[src/rtl/rd_req_tracker_if.sv]
// rd_req_tracker_if: request/response handshake bundle between the cross-bar
// slave port logic (master modport) and the outstanding-read tracker
// (slave modport).
interface rd_req_tracker_if #(
  parameter int NUM_MASTERS = 2,
  parameter int SEL_WIDTH   = $clog2(NUM_MASTERS)
);
  logic                   rd_req;
  logic [SEL_WIDTH-1:0]   rd_req_sel;
  logic                   rd_req_ready;
  logic [NUM_MASTERS-1:0] resp;
  logic [NUM_MASTERS-1:0] resp_en;
  logic                   err_unexpected;
  logic                   idle;

  modport master (
    output rd_req, rd_req_sel, resp,
    input  rd_req_ready, resp_en, err_unexpected, idle
  );

  modport slave (
    input  rd_req, rd_req_sel, resp,
    output rd_req_ready, resp_en, err_unexpected, idle
  );
endinterface

[src/rtl/rd_req_tracker.sv]
// rd_req_tracker: per-master outstanding read counter for one cross-bar slave
// port. Counts accepted reads per target master, enables response acceptance
// per master and back-pressures new requests at the per-master limit.
// Optional feature macro RD_REQ_TRACK_ORDER_EN: adds an order queue so only
// the master holding the oldest outstanding request may respond; ready is
// then also gated by queue full.
module rd_req_tracker #(
  parameter int NUM_MASTERS     = 2,
  parameter int CNT_WIDTH       = 8,
  parameter int MAX_OUTSTANDING = 15,
  parameter int FIFO_DEPTH      = 16
) (
  input  logic             aclk,
  input  logic             areset,
  rd_req_tracker_if.slave  bus
);
  localparam int SEL_WIDTH = $clog2(NUM_MASTERS);

  // Reject parameter sets the counters and queue cannot represent.
  if ((NUM_MASTERS < 2) || (MAX_OUTSTANDING < 1) ||
      (MAX_OUTSTANDING > ((2 ** CNT_WIDTH) - 1)) ||
      (FIFO_DEPTH < 2) || ((FIFO_DEPTH & (FIFO_DEPTH - 1)) != 0)) begin : g_param_bad
    $error("rd_req_tracker: illegal parameter combination");
  end

  logic [CNT_WIDTH-1:0]   count_r     [NUM_MASTERS];
  logic [CNT_WIDTH-1:0]   count_nxt_s [NUM_MASTERS];
  logic [CNT_WIDTH-1:0]   sel_count_s;
  logic [NUM_MASTERS-1:0] sel_hit_s;
  logic                   sel_ok_s;
  logic                   full_s;
  logic                   accept_s;
  logic [NUM_MASTERS-1:0] accept_vec_s;
  logic [NUM_MASTERS-1:0] valid_resp_s;
  logic [NUM_MASTERS-1:0] resp_en_nxt_s;
  logic                   idle_nxt_s;
  logic [NUM_MASTERS-1:0] resp_en_r;
  logic                   err_r;
  logic                   idle_r;

  // Decode the target index; an index beyond NUM_MASTERS hits nothing.
  always_comb begin
    sel_count_s = '0;
    for (int i = 0; i < NUM_MASTERS; i++) begin
      sel_hit_s[i] = (bus.rd_req_sel == SEL_WIDTH'(i));
      sel_count_s  = sel_count_s | (sel_hit_s[i] ? count_r[i] : '0);
    end
    sel_ok_s = |sel_hit_s;
  end

  assign bus.rd_req_ready = !areset && sel_ok_s && !full_s &&
                            (sel_count_s != CNT_WIDTH'(MAX_OUTSTANDING));
  assign accept_s     = bus.rd_req & bus.rd_req_ready;
  assign accept_vec_s = sel_hit_s & {NUM_MASTERS{accept_s}};
  assign valid_resp_s = bus.resp & resp_en_r;

  // Next-state counters: up on accept, down on valid response, hold on both.
  always_comb begin
    idle_nxt_s = 1'b1;
    for (int i = 0; i < NUM_MASTERS; i++) begin
      case ({accept_vec_s[i], valid_resp_s[i]})
        2'b10:   count_nxt_s[i] = count_r[i] + CNT_WIDTH'(1);
        2'b01:   count_nxt_s[i] = count_r[i] - CNT_WIDTH'(1);
        default: count_nxt_s[i] = count_r[i];
      endcase
      idle_nxt_s = idle_nxt_s & (count_nxt_s[i] == '0);
    end
  end

`ifdef RD_REQ_TRACK_ORDER_EN
  localparam int PTR_W = $clog2(FIFO_DEPTH);

  logic [SEL_WIDTH-1:0] fifo_r [FIFO_DEPTH];
  logic [PTR_W-1:0]     wr_ptr_r;
  logic [PTR_W-1:0]     rd_ptr_r;
  logic [PTR_W:0]       occ_r;
  logic [PTR_W-1:0]     rd_ptr_nxt_s;
  logic [PTR_W:0]       occ_nxt_s;
  logic [PTR_W:0]       remain_s;
  logic [SEL_WIDTH-1:0] head_nxt_s;
  logic                 pop_s;

  // Only the head master is ever enabled, so any valid response is a pop.
  assign pop_s  = |valid_resp_s;
  assign full_s = (occ_r == (PTR_W + 1)'(FIFO_DEPTH));

  // Queue next state and the head it will present after this edge.
  always_comb begin
    rd_ptr_nxt_s = pop_s ? (rd_ptr_r + PTR_W'(1)) : rd_ptr_r;
    remain_s     = occ_r - (PTR_W + 1)'(pop_s);
    occ_nxt_s    = remain_s + (PTR_W + 1)'(accept_s);
    // When nothing older survives, the head is the entry being pushed now.
    if (remain_s == '0) begin
      head_nxt_s = bus.rd_req_sel;
    end else begin
      head_nxt_s = fifo_r[rd_ptr_nxt_s];
    end
    for (int i = 0; i < NUM_MASTERS; i++) begin
      resp_en_nxt_s[i] = (occ_nxt_s != '0) && (head_nxt_s == SEL_WIDTH'(i));
    end
  end

  // Order queue storage and pointers.
  always_ff @(posedge aclk or posedge areset) begin
    if (areset) begin
      for (int i = 0; i < FIFO_DEPTH; i++) begin
        fifo_r[i] <= '0;
      end
      wr_ptr_r <= '0;
      rd_ptr_r <= '0;
      occ_r    <= '0;
    end else begin
      if (accept_s) begin
        fifo_r[wr_ptr_r] <= bus.rd_req_sel;
        wr_ptr_r         <= wr_ptr_r + PTR_W'(1);
      end
      rd_ptr_r <= rd_ptr_nxt_s;
      occ_r    <= occ_nxt_s;
    end
  end
`else
  assign full_s = 1'b0;

  // Any master with reads in flight may respond, independently of the others.
  always_comb begin
    for (int i = 0; i < NUM_MASTERS; i++) begin
      resp_en_nxt_s[i] = (count_nxt_s[i] != '0);
    end
  end
`endif

  // Counter and registered status outputs.
  always_ff @(posedge aclk or posedge areset) begin
    if (areset) begin
      for (int i = 0; i < NUM_MASTERS; i++) begin
        count_r[i] <= '0;
      end
      resp_en_r <= '0;
      err_r     <= 1'b0;
      idle_r    <= 1'b1;
    end else begin
      for (int i = 0; i < NUM_MASTERS; i++) begin
        count_r[i] <= count_nxt_s[i];
      end
      resp_en_r <= resp_en_nxt_s;
      err_r     <= |(bus.resp & ~resp_en_r);
      idle_r    <= idle_nxt_s;
    end
  end

  assign bus.resp_en        = resp_en_r;
  assign bus.err_unexpected = err_r;
  assign bus.idle           = idle_r;
endmodule

[src/flat_wrapper.sv]
// flat-port wrapper written by rule: the top's interface ports become plain ports
module rd_req_tracker_flat 
#(
  parameter int NUM_MASTERS     = 2,
  parameter int CNT_WIDTH       = 8,
  parameter int MAX_OUTSTANDING = 15,
  parameter int FIFO_DEPTH      = 16
)
  (aclk, areset, bus_rd_req, bus_rd_req_sel, bus_resp, bus_rd_req_ready, bus_resp_en, bus_err_unexpected, bus_idle);
  rd_req_tracker_if #(.NUM_MASTERS(NUM_MASTERS)) bus_i ();
  input  logic aclk;
  input  logic areset;
  input wire logic [$bits(bus_i.rd_req)-1:0] bus_rd_req;
  input wire logic [$bits(bus_i.rd_req_sel)-1:0] bus_rd_req_sel;
  input wire logic [$bits(bus_i.resp)-1:0] bus_resp;
  output wire logic [$bits(bus_i.rd_req_ready)-1:0] bus_rd_req_ready;
  output wire logic [$bits(bus_i.resp_en)-1:0] bus_resp_en;
  output wire logic [$bits(bus_i.err_unexpected)-1:0] bus_err_unexpected;
  output wire logic [$bits(bus_i.idle)-1:0] bus_idle;
  assign bus_i.rd_req = bus_rd_req;
  assign bus_i.rd_req_sel = bus_rd_req_sel;
  assign bus_i.resp = bus_resp;
  assign bus_rd_req_ready = bus_i.rd_req_ready;
  assign bus_resp_en = bus_i.resp_en;
  assign bus_err_unexpected = bus_i.err_unexpected;
  assign bus_idle = bus_i.idle;
  rd_req_tracker #(.NUM_MASTERS(NUM_MASTERS), .CNT_WIDTH(CNT_WIDTH), .MAX_OUTSTANDING(MAX_OUTSTANDING), .FIFO_DEPTH(FIFO_DEPTH)) u_core (.aclk(aclk), .areset(areset), .bus(bus_i));
endmodule
[config.mk]
export PLATFORM = sky130hd
export DESIGN_NAME = rd_req_tracker_flat
export DESIGN_NICKNAME = d
export VERILOG_FILES = /design/src/rtl/rd_req_tracker_if.sv /design/src/rtl/rd_req_tracker.sv /design/src/flat_wrapper.sv
export SDC_FILE = /design/constraint.sdc
export NUM_CORES = 1
export LEC_CHECK = 0
export ABC_AREA = 1
export BUFFER_PORTS_ARGS = -buffer_cell sky130_fd_sc_hd__buf_2
export CAP_MARGIN = 15
export CORE_ASPECT_RATIO = 1.1
export CORE_UTILIZATION = 55
export DETAILED_ROUTE_END_ITERATION = 8
export GPL_TIMING_DRIVEN = 0
export PLACE_DENSITY_LB_ADDON = 0.05
export SLEW_MARGIN = 10
export SYNTH_ARGS = -nofsm -noshare
export SYNTH_HDL_FRONTEND = slang
export SYNTH_SLANG_ARGS = --single-unit
export TNS_END_PERCENT = 100
[constraint.sdc]
create_clock -name aclk -period 4.4 [get_ports aclk]
set_input_delay 0.44 -clock aclk [delete_from_list [all_inputs] [get_ports aclk]]
set_output_delay 0.44 -clock aclk [all_outputs]
set_load 0.02 [all_outputs]
* Word level (Yosys, flattened, before mapping)
Cells that the tools add are included.
Storage, ports and cells: bits in registers 20, input bits 6, output and inout bits 5, logic and storage cells 33
Operators by class: $add $sub $neg 4, eq/ne operators 5, muxes and demuxes 4, bitwise operators 8, reduce and logical (&&, ||, !) cells 7
Operator list (count):
- $pmux W8 S2 | 2
- $add A8 B1 Y8 const B | 2
- $logic_not A8 Y1 | 2
- $mux W8 | 2
- $reduce_bool A8 Y1 | 2
- $sub A8 B1 Y8 const B | 2
- $ne A8 B4 Y1 const B | 1
- $or A8 B8 Y8 | 1
- $and A2 B2 Y2 | 3
- $eq A2 B1 Y1 const B | 2
- $eq A2 B2 Y1 const B | 2
- $and A1 B1 Y1 | 2
- $not A2 Y2 | 1
- $reduce_or A2 Y1 | 1
- $logic_and A1 B1 Y1 | 1
- $logic_not A1 Y1 | 1
- $not A1 Y1 | 1

* Depth between registers and ports, before layout
depth after elaboration 10, depth in mapped cells 21, mapped depth without buffers 21

* Least setup slack after synthesis
OpenSTA, ideal clock, no wires.
path kind reg2reg, start point reg u_core.count_r[8] (netlist name), end point reg u_core.idle_r (netlist: u_core.bus.idle), setup time 0.064 ns, arrival time 2.665 ns, required time 4.336 ns, slack 1.671 ns, cell stages (with the launch flop) 19, path buffers 0, period minus slack after synthesis 2.729 ns, cell sequence dfrtp_1 > inv_1 > nor3_1 > nand3_1 > o21ai_0 > a21oi_1 > nand3_1 > ha_1 > ha_1 > or2_4 > nand2_1 > nand2_1 > nand3_2 > nand2_2 > nor2_2 > nand2_1 > nor2_2 > nand2_2 > nor2_2
RTL lines:
- start: declaration | line rd_req_tracker.sv:26 | logic [CNT_WIDTH-1:0] count_r [NUM_MASTERS];
- start signal: indexed assignment | line rd_req_tracker.sv:143 | count_r[i] <= count_nxt_s[i];
- end signal: assignment | line rd_req_tracker.sv:147 | idle_r <= idle_nxt_s;
- end: declaration | line rd_req_tracker.sv:39 | logic idle_r;

==> flow_summary.ini <==
[status]
status = finished, final reports clean

[placed_design]
placedInstanceArea_sq_mm = 0.001724
dpl.cell_count = 272
detailed_place_hpwl_mm = 2.547
port-buffer-count = 10
finalWeightedCongestion = 0.7598
dpl_worst_slack_ns = 1.337

[worst_setup_path]
r2r_end = u_core.bus.idle
endpoint_type_of_the_worst_setup_path = flop
r2r_setup_slack_ns = 1.48
cp_cell_sequence = inv_1 > nor3_1 > nand3_1 > o21ai_0 > a21oi_1 > nand3_1 > ha_1 > inv_1 > fa_1 > inv_1 > nand2_1 > nand2_1 > nand3b_1 > nand2_1 > nand2_1 > nand3_1 > nand2_2 > nor2_2 > nand2_2 > nor2_2
critical_path.max_stage_delay_ns = 0.42
setup.worst_path.class = flop to flop
critPathMostFrequentCell = sky130_fd_sc_hd__nand2_1
cp-start-kind = flop
register_to_register_path_depth = 20
critical_path_buf_inv_count = 3
critical_path.reg2reg.startpoint = u_core.count_r[8]
crit_slowest_cell = sky130_fd_sc_hd__dfrtp_1
cp.required_ns = 4.64
critical_path.max_fanout = 8
crit_family = simple AND/OR/NAND/NOR gates
timing.critical_path.arrival_ns = 3.16

[synthesis]
muxShareOfSynthArea_pct = 0
synth.yosys.seq_area_share_pct = 30.73
synth_area_sq_mm = 0.001633
ys_ff_latch = 20
synth_fp_nets = 251
share_of_synthesized_flip_flops_with_an_asynchronous_set_or_reset_pct = 100.0
post-synth-top-count-cell = sky130_fd_sc_hd__nand2_1
post_synth_most_frequent_cells = 65 x sky130_fd_sc_hd__nand2_1, 38 x sky130_fd_sc_hd__inv_1, 27 x sky130_fd_sc_hd__nand3_1
synth_compound_gate_area_share_pct = 5.134
yosysWarningCount = 0
synth_adder_area_share_pct = 13.18
synth_largest_area_cell = sky130_fd_sc_hd__dfrtp_1
synth_enable_flop_cells = 0
post_synth_xor_area_fraction_pct = 2.682
avgSynthCellArea_sq_um = 7.130
post_synth_inst_count = 229
ys_dominant_reg_cell = sky130_fd_sc_hd__dfrtp_1
synth.lib_cells_used.distinct = 28
synth_area_leaders = sky130_fd_sc_hd__dfrtp_1 29%, sky130_fd_sc_hd__nand2_1 15%, sky130_fd_sc_hd__ha_1 11%
synth_top_area_share_pct = 29.12
main_combinational_cell_family_by_area_after_synthesis = simple AND/OR/NAND/NOR gates
synth_simple_gate_area_share_pct = 36.25

[route]
routedWlPerCell_um = 11.16
dr.first_iter.drc_count = 36
detailedRoute.firstPassIterationCount = 4
detailroute.via_count = 1426
routed_wl_mm = 3.079
drc = 0
postRouteAntennaNets = 0
detail_route.vias_per_cell = 5.167

[power]
power.share.switching_pct = 48.99
power.share.clock_pct = 7.5
fraction_of_power_consumed_by_sequential_logic_pct = 28.8
power.switching_uw = 565.0
cellLeakagePower_uw = 0.0009745
power-per-cell-area_mw_per_mm2 = 658.9
share_comb_of_total_power_pct = 63.7
internal_power_uw = 588.4
vdd_drop_max_mv = 0.3580

[timing]
slew_viol_final = 0
slew_headroom_pct = 51.08
rsz0062_at_grt = false
setup_viol = 0
setup_total_negative_slack_ns = 0
maximum_operating_frequency_mhz = 342.4
setup_slack_of_the_critical_path_after_layout_ns = 1.480
skew_ns = 0.0004046
fin_crit_ns = 2.920
final_hold_viol_count = 0
layout_worst_path_cycle_share_pct = 66.37
worst_pin_slew_ns = 0.7330

[die]
core.rowCount = 20
chipHeight_um = 59.15
die-width_um = 53.95
die_ar_sq_mm = 0.003191
core_sq_mm = 0.002803
initial_core_util_pct = 58.26
floorplan.io_pins = 11

[grt]
globalRouteTotalUtil_pct = 22.58
grt_overflow = 0
first_global_vias = 1362
grt_antenna_before_repair = 0
largest_net_degree_at_the_start_of_global_routing = 21
grt_pass1_wl_mm = 5.313

[cells_and_area]
stdcell_area_sq_mm = 0.001750
net_count_final = 266
antenna_cells_inserted = 0
post_route_cells_drive_above_1_share_pct = 15.64
finalCoreUtilization_pct = 62.46
syn_to_final_growth_pct = 7.203
instances_no_fill = 276

[clock_tree]
cts_hold_repair.buffers = 0
cts_tree = done
cts_sinks = 20
cts_resized = 0
clockBufferDepth = 2
cts_post_setup_buffers_inserted = 0
numCtsBuffers = 3
ctsHtreeMaxLevel = 1
worstSkewPairLatency_ns = 0.29
clk_transition_reported_paths_ns = 0.10
cts.root.buffer_cell = sky130_fd_sc_hd__clkbuf_4

[hold_path]
hold_path_class = primary input to async pin

[run]
cap_viol_max_count = 0
power groups by stage:
stage / logic (uW) / registers (uW) / clock network (uW)
after floorplan: 611 / 319 / 0
after global placement: 699 / 334 / 0
after detailed placement: 730 / 336 / 0
after CTS: 736 / 331 / 91.1
after global routing: 851 / 341 / 96.8
final: 735 / 332 / 86.8
metrics by stage:
step           power [uW]  hold slack [ns]
6_report             1153           0.2701
3_5_place_dp         1066           0.4738
2_1_floorplan       930.3           0.4031
4_1_cts              1158           0.2916
5_1_grt              1289           0.3198
3_3_place_gp         1033           0.4540
sequential cells by signal, summed over array words and instances (netlist names):
| name | cells |
|---|---|
| u_core.count_r | 16 |
| u_core.bus.resp_en | 2 |
| u_core.bus.err_unexpected | 1 |
| u_core.bus.idle | 1 |
cells by family after synthesis:
logic type | count (synthesis)
adders and majority gates | 16
xor gates and xnor gates | 5
DFF | 20
AOI/OAI and AO/OA | 15
and+or+nand+nor | 128
buffers and inverters | 45
how the worst max path moves through the flow:
stage,from,to,slack (ns),cells after the start
finish,u_core.count_r[8],u_core.bus.idle,1.48,20
global route,u_core.count_r[8],u_core.bus.idle,1.23,20
CTS,u_core.count_r[8],u_core.bus.idle,1.46,20
detailed placement,bus_rd_req_sel,u_core.bus.idle,1.34,20
global placement,bus_rd_req_sel,u_core.bus.idle,1.37,20
floorplan,u_core.count_r[8],u_core.bus.idle,1.67,18
cell type report:
cell class | count | area [sq um]
inverters | 43 | 173.9
fillers | 269 | 1052
multi-input cells | 164 | 934.6
plain buffers | 2 | 22.52
well taps | 33 | 41.29
flip-flops and latches | 20 | 501.7
repair buffers | 10 | 50.05
clock buffers | 4 | 26.28
per-layer routing:
metal / track usage, % / vias up / part of all wire (%)
li1: - / 754 / -
met1: 24.10 / 659 / 42
met2: 44.44 / 11 / 56
met3: 2.308 / 2 / 1.0
met4: 6.767 / 0 / 0.62
met5: 0 / - / 0
layout by cell type, fill, tap and decap left out, types with 2 or more instances in the layout:
master                     Yosys  routed
sky130_fd_sc_hd__a21oi_1       7       7
sky130_fd_sc_hd__buf_6         2       2
sky130_fd_sc_hd__buf_2         0      10
sky130_fd_sc_hd__inv_1        38      38
sky130_fd_sc_hd__nor2_2        4       4
sky130_fd_sc_hd__clkbuf_4      0       3
sky130_fd_sc_hd__nor2_1       12      12
sky130_fd_sc_hd__fa_1          2       2
sky130_fd_sc_hd__nor3_1        2       2
sky130_fd_sc_hd__nand3b_1      3       3
sky130_fd_sc_hd__o21ai_1       4       4
sky130_fd_sc_hd__ha_1         14      14
sky130_fd_sc_hd__nand2_2       8       8
sky130_fd_sc_hd__nand3_2       3       3
sky130_fd_sc_hd__inv_2         3       3
sky130_fd_sc_hd__xnor2_1       3       3
sky130_fd_sc_hd__nand3_1      27      27
sky130_fd_sc_hd__xor2_1        2       2
sky130_fd_sc_hd__nand2_1      65      65
sky130_fd_sc_hd__or2_4         2       2
sky130_fd_sc_hd__dfrtp_1      19      19
(Power assumes the default switching activity.)
